### src/rtl/perceptron_sample_sequencer.sv
// -----------------------------------------------------------------------------
// perceptron_sample_sequencer
//
// Training-sample feeder that sits directly upstream of the perceptron. It
// holds up to DEPTH labelled patterns ({label, pattern[23:0]}), replays them
// in address order over repeated epochs, and scores each perceptron answer
// against the stored label. A run ends on the first epoch with no errors
// (converged) or after MAX_EPOCHS epochs.
//
// Ports
//   clk          in   system clock, rising edge
//   rst_n        in   asynchronous active-low reset
//   wr_en        in   sample memory write strobe (ignored while busy)
//   wr_addr      in   sample memory write address
//   wr_data      in   {label, pattern[23:0]}
//   num_samples  in   samples per epoch, captured at start, clamped to DEPTH
//   start        in   single-cycle run request (ignored while busy)
//   perc_in      out  sample presented to the perceptron
//   perc_en      out  perceptron enable
//   perc_ready   in   perceptron result valid
//   perc_out     in   perceptron result; bit 0 is the predicted class
//   busy         out  run in progress
//   done         out  single-cycle pulse at end of run
//   converged    out  last run ended on an error-free epoch
//   epoch_cnt    out  completed epochs of the current/last run
//   err_cnt      out  mismatches in the current (or last) epoch
//
// States
//   IDLE      | waiting for start, sample memory writable
//   LOAD      | fetch mem[idx] into perc_in
//   PRESENT   | perc_en high, wait for a qualified perc_ready, score result
//   GAP       | perc_en low, wait for perc_ready to drop, advance idx
//   EPOCH_END | count the epoch, decide converge / give up / next epoch
//   FINISH    | done pulse, back to IDLE
// -----------------------------------------------------------------------------
module perceptron_sample_sequencer #(
    parameter int DEPTH      = 8,
    parameter int ADDR_W     = 3,
    parameter int MAX_EPOCHS = 16,
    parameter int EPOCH_W    = 5,
    parameter int MIN_HOLD   = 6
) (
    input  logic               clk,
    input  logic               rst_n,
    input  logic               wr_en,
    input  logic [ADDR_W-1:0]  wr_addr,
    input  logic [24:0]        wr_data,
    input  logic [ADDR_W:0]    num_samples,
    input  logic               start,
    output logic [24:0]        perc_in,
    output logic               perc_en,
    input  logic               perc_ready,
    input  logic [1:0]         perc_out,
    output logic               busy,
    output logic               done,
    output logic               converged,
    output logic [EPOCH_W-1:0] epoch_cnt,
    output logic [ADDR_W:0]    err_cnt
);

    localparam int CNT_W  = ADDR_W + 1;
    localparam int HOLD_W = $clog2(MIN_HOLD + 1);

    localparam logic [CNT_W-1:0]   DEPTH_C    = CNT_W'(DEPTH);
    localparam logic [HOLD_W-1:0]  HOLD_C     = HOLD_W'(MIN_HOLD);
    localparam logic [EPOCH_W-1:0] MAX_EPOCH_C = EPOCH_W'(MAX_EPOCHS);

    typedef enum logic [2:0] {
        S_IDLE,
        S_LOAD,
        S_PRESENT,
        S_GAP,
        S_EPOCH_END,
        S_FINISH
    } state_t;

    state_t state;
    state_t state_nxt;

    logic [24:0]        mem [DEPTH];
    logic [CNT_W-1:0]   n_lat;
    logic [CNT_W-1:0]   idx;
    logic [CNT_W-1:0]   idx_inc;
    logic [CNT_W-1:0]   num_clamped;
    logic [HOLD_W-1:0]  hold;
    logic [EPOCH_W-1:0] epoch_inc;

    logic accept;
    logic mismatch;
    logic last_sample;
    logic epoch_clean;
    logic epoch_limit;

    // Only the predicted class (bit 0) matters to this block.
    logic perc_out_unused;
    assign perc_out_unused = perc_out[1];

    // -------------------------------------------------------------------------
    // Sample memory: no reset, contents survive rst_n.
    // -------------------------------------------------------------------------
    always_ff @(posedge clk) begin
        if (wr_en && !busy) begin
            mem[wr_addr] <= wr_data;
        end
    end

    // -------------------------------------------------------------------------
    // Combinational decode
    // -------------------------------------------------------------------------
    always_comb begin
        num_clamped = (num_samples > DEPTH_C) ? DEPTH_C : num_samples;
        idx_inc     = idx + CNT_W'(1);
        last_sample = (idx_inc == n_lat);
        epoch_inc   = epoch_cnt + EPOCH_W'(1);
        epoch_clean = (err_cnt == '0);
        epoch_limit = (epoch_inc == MAX_EPOCH_C);
        mismatch    = (perc_out[0] != perc_in[24]);
        // hold saturates at MIN_HOLD, so a ready that is already high on
        // PRESENT entry is only taken once the minimum hold has elapsed.
        accept      = (state == S_PRESENT) && perc_ready && (hold >= HOLD_C);
    end

    // -------------------------------------------------------------------------
    // FSM state register
    // -------------------------------------------------------------------------
    always_ff @(posedge clk or negedge rst_n) begin
        if (!rst_n) begin
            state <= S_IDLE;
        end else begin
            state <= state_nxt;
        end
    end

    // -------------------------------------------------------------------------
    // FSM next state and state-decoded outputs
    // -------------------------------------------------------------------------
    always_comb begin
        state_nxt = state;
        perc_en   = 1'b0;
        busy      = 1'b1;
        done      = 1'b0;

        case (state)
            S_IDLE: begin
                busy = 1'b0;
                if (start) begin
                    state_nxt = (num_clamped == '0) ? S_FINISH : S_LOAD;
                end
            end
            S_LOAD: begin
                state_nxt = S_PRESENT;
            end
            S_PRESENT: begin
                perc_en = 1'b1;
                if (accept) begin
                    state_nxt = S_GAP;
                end
            end
            S_GAP: begin
                if (!perc_ready) begin
                    state_nxt = last_sample ? S_EPOCH_END : S_LOAD;
                end
            end
            S_EPOCH_END: begin
                state_nxt = (epoch_clean || epoch_limit) ? S_FINISH : S_LOAD;
            end
            S_FINISH: begin
                done      = 1'b1;
                state_nxt = S_IDLE;
            end
            default: begin
                busy      = 1'b0;
                state_nxt = S_IDLE;
            end
        endcase
    end

    // -------------------------------------------------------------------------
    // Datapath registers
    // -------------------------------------------------------------------------
    always_ff @(posedge clk or negedge rst_n) begin
        if (!rst_n) begin
            n_lat     <= '0;
            idx       <= '0;
            hold      <= '0;
            perc_in   <= '0;
            err_cnt   <= '0;
            epoch_cnt <= '0;
            converged <= 1'b0;
        end else begin
            case (state)
                S_IDLE: begin
                    if (start) begin
                        n_lat     <= num_clamped;
                        idx       <= '0;
                        epoch_cnt <= '0;
                        err_cnt   <= '0;
                        // An empty run is trivially converged.
                        converged <= (num_clamped == '0);
                    end
                end
                S_LOAD: begin
                    perc_in <= mem[idx[ADDR_W-1:0]];
                    hold    <= '0;
                end
                S_PRESENT: begin
                    if (hold < HOLD_C) begin
                        hold <= hold + HOLD_W'(1);
                    end
                    if (accept && mismatch && !(&err_cnt)) begin
                        err_cnt <= err_cnt + CNT_W'(1);
                    end
                end
                S_GAP: begin
                    if (!perc_ready) begin
                        idx <= idx_inc;
                    end
                end
                S_EPOCH_END: begin
                    if (!(&epoch_cnt)) begin
                        epoch_cnt <= epoch_inc;
                    end
                    if (epoch_clean) begin
                        converged <= 1'b1;
                    end else if (!epoch_limit) begin
                        idx     <= '0;
                        err_cnt <= '0;
                    end
                end
                default: begin
                end
            endcase
        end
    end

endmodule

### config.mk
export PLATFORM = sky130hd
export DESIGN_NAME = perceptron_sample_sequencer
export DESIGN_NICKNAME = d
export VERILOG_FILES = /design/src/rtl/perceptron_sample_sequencer.sv
export SDC_FILE = /design/constraint.sdc
export NUM_CORES = 1
export LEC_CHECK = 0
export BUFFER_PORTS_ARGS = -buffer_cell sky130_fd_sc_hd__clkbuf_2
export CAP_MARGIN = 10
export CORE_MARGIN = 5
export CORE_UTILIZATION = 30
export DETAILED_ROUTE_END_ITERATION = 8
export PLACE_DENSITY = 0.45
export SYNTH_ARGS = -nofsm -noshare
export SYNTH_HDL_FRONTEND = slang
export SYNTH_SLANG_ARGS = --single-unit
### constraint.sdc
create_clock -name clk -period 3.9 [get_ports clk]
set_clock_uncertainty 0.2 [all_clocks]
set_input_delay 0.585 -clock clk [delete_from_list [all_inputs] [get_ports clk]]
set_output_delay 0.585 -clock clk [all_outputs]
set_load 0.05 [all_outputs]
==> run metrics <==
vias per cell=4.78; number of distinct standard cells referenced by the synthesized netlist=48; status=complete, but fails checks; pin count of the biggest net entering global routing=52; setup repair after global routing missed its margin=false; average wire per cell in the routed design=20.5 um; clock transition at the register clock pins on the worst setup and hold paths after CTS=0.06 ns; Synth area leaders=edfxtp_1 (61%), dfrtp_1 (12%), mux4_2 (11%); Cell Count, Final, Fillers Out=1,126; met3 Resource Use GR=2.65%; initial antenna violation count=1; classification of the worst-slack hold path=primary input to async pin; number of flops mapped to enable cells by yosys=200; gr busiest metal=met2; Max Transition Viols Final=0; Final Routed Wirelength=23.1 mm; leading post-synthesis cells by instance count=edfxtp_1 (200), nand2_1 (71), mux4_2 (50); total power draw=8.29 mW; number of flip-flops and latches in the synthesized netlist=249; number of buffers inserted during clock tree synthesis=27; pre-CTS WS=1.17 ns; die boundary height=192 um; max-capacitance violation count=0; Critical Path End Type=output port; Net count, final=709; htree depth=1; Post-CTS Setup Inserts=0; root cell of the clock tree=clkbuf_16; total number of vias=5,387; residual overflow from global routing=0; met1 usage=17.2%; Cell Pwr Density=709 mW/mm^2; total inserted antenna cells=0; Peak supply drop=0.461 mV; Post-Route Hold Slack=-0.0170 ns; number of hold buffers added after cts=0; final antenna-violating net count=0; Setup Viol. Count Final=0; wire length of the first global-routing pass=35.2 mm; Non-Filler Cell Area, Final=0.0117 mm^2; CTS tree=done; final core occ=36.0%; clock tree sinks=249; HPWL after detailed placement=12.8 mm; placed instance count=1,077; standard cell area after detailed placement=0.0108 mm^2; Crit Path Max Fanout=23; detailed-router iteration count before antenna repair=4; clock latency on the worst-skew pair=0.54 ns; dominant register cell in the synthesized netlist=edfxtp_1; GRT Util Overall=12.8%; Max Clk Rate=0.335 GHz; M2 GR Usage=21.4%; Max-Slew Margin vs Limit=37.1%; via count of the first global-routing pass=5,688; portion of the clock cycle consumed by the worst path in the final layout=76.6%; number of top-level design ports=77; Final Wtd Congestion=0.799; Longest Clk Path Bufs=3; share of synthesized area occupied by flip-flops and latches=73.2%; arrival time of the worst setup path=2.20 ns; category of the critical setup timing path=flip-flop to output port; leak pwr=4.05 nW; post-route setup slack=0.913 ns; post-route setup TNS=0 ns; overall die width=192 um; post-synthesis cell area=0.00989 mm^2; final-layout fill cell count=3,132; Post-Synthesis Mean Instance Area=17.2 um^2; count of port buffers added during placement=75; worst slew pin tran=0.943 ns; post-layout min period=2.99 ns; most numerous cell in the Yosys netlist=edfxtp_1; DRC violation total after the first TritonRoute iteration=335; fraction of layout instances using a drive strength above 1=28.9%; cell type with the highest aggregate area in the netlist=edfxtp_1; Startpoint Class=flip-flop; FP Rows=66; Yosys warnings=0; Syn Nets=619; standard cell core area=0.0325 mm^2; Layout Area Growth over Synthesis=18.3%; data required time of the worst path=3.12 ns; Final Hold Violating Endpoints=29; total of cells resized after clock tree synthesis=0; async set or reset register ratio after synthesis=19.7%; fraction of synthesized cell area taken by the top area cell type=60.8%; effective utilization at floorplan=30.4%; Mapped Cells=574; # DRC=0; floorplan die area=0.0367 mm^2; violations in the final reports=negative hold slack
[routing by layer]
metal  routed length [um]  share of wire [%]
met3                 1270                5.5
met2                11300                 49
met1                10200                 44
met5                   11              0.048
met4                  432                1.9
[area by class of cell]
type	instances	area (um^2)	share of cell area, %
Clock buffer	34	712	6.09
Sequential cell	249	7240	61.9
Timing Repair Buffer	89	493	4.21
Multi-Input combinational cell	288	2500	21.4
Clock inverter	15	166	1.42
Tap cell	442	553	4.73
Inverter	9	33.8	0.289
[power by group]
part           total (mW)  switching, mW  internal (mW)
logic                2.28           1.42          0.862
registers            3.48          0.337           3.15
clock network        2.52           1.03           1.49
[critical path, cell delays in order, from the launching register on]
cell	delay, ns
dfrtp_1	0.63
or3b_1	0.52
inv_1	0.19
clkbuf_2	0.32
[flip-flops by register name, summed over array words and instances, names as in the netlist]
signal     count
idx            4
perc_in       25
state          3
n_lat          4
err_cnt        4
epoch_cnt      5
mem          200
converged      1
hold           3
[layout by cell type, fill, tap and decap left out, drive strengths merged, types with 4 or more instances in the layout]
master,count
clkinv,9
edfxtp,200
nand2b,5
clkbuf,109
ha,6
mux4,50
nor3,5
buf,14
o21ai,13
a21oi,9
a31oi,26
o211ai,4
dfrtp,49
nand3,6
xor2,4
a22o,6
nor2,38
inv,10
nand2,71
[logic make-up (layout without fill, tap and decap cells)]
kind of cell,count (synthesis),after routing,synth area share [%]
AO/OA/AOI/OAI,67,67,4.38
buffers and inverters,37,147,1.84
flip-flops,249,249,73.2
multiplexers,53,53,11.7
AND/OR/NAND/NOR,155,155,7.53
adder cells (fa/ha/maj),6,6,0.759
XOR/XNOR,7,7,0.620
[worst paths after layout]
kind                           startpoint          end  slack (ns)  cells after the start
setup / recovery                 state[2]      perc_en        0.91                      3
hold / removal                      rst_n   perc_in[3]       -0.02                      1
setup reg to reg                 state[2]    mem[0][7]        1.17                      5
hold reg to reg                   hold[0]      hold[0]        0.29                      1
max in group asynchronous           rst_n  perc_in[16]        2.71                      2
min in group clk           num_samples[0]     n_lat[0]        0.09                      3
(Power assumes the default switching activity.)
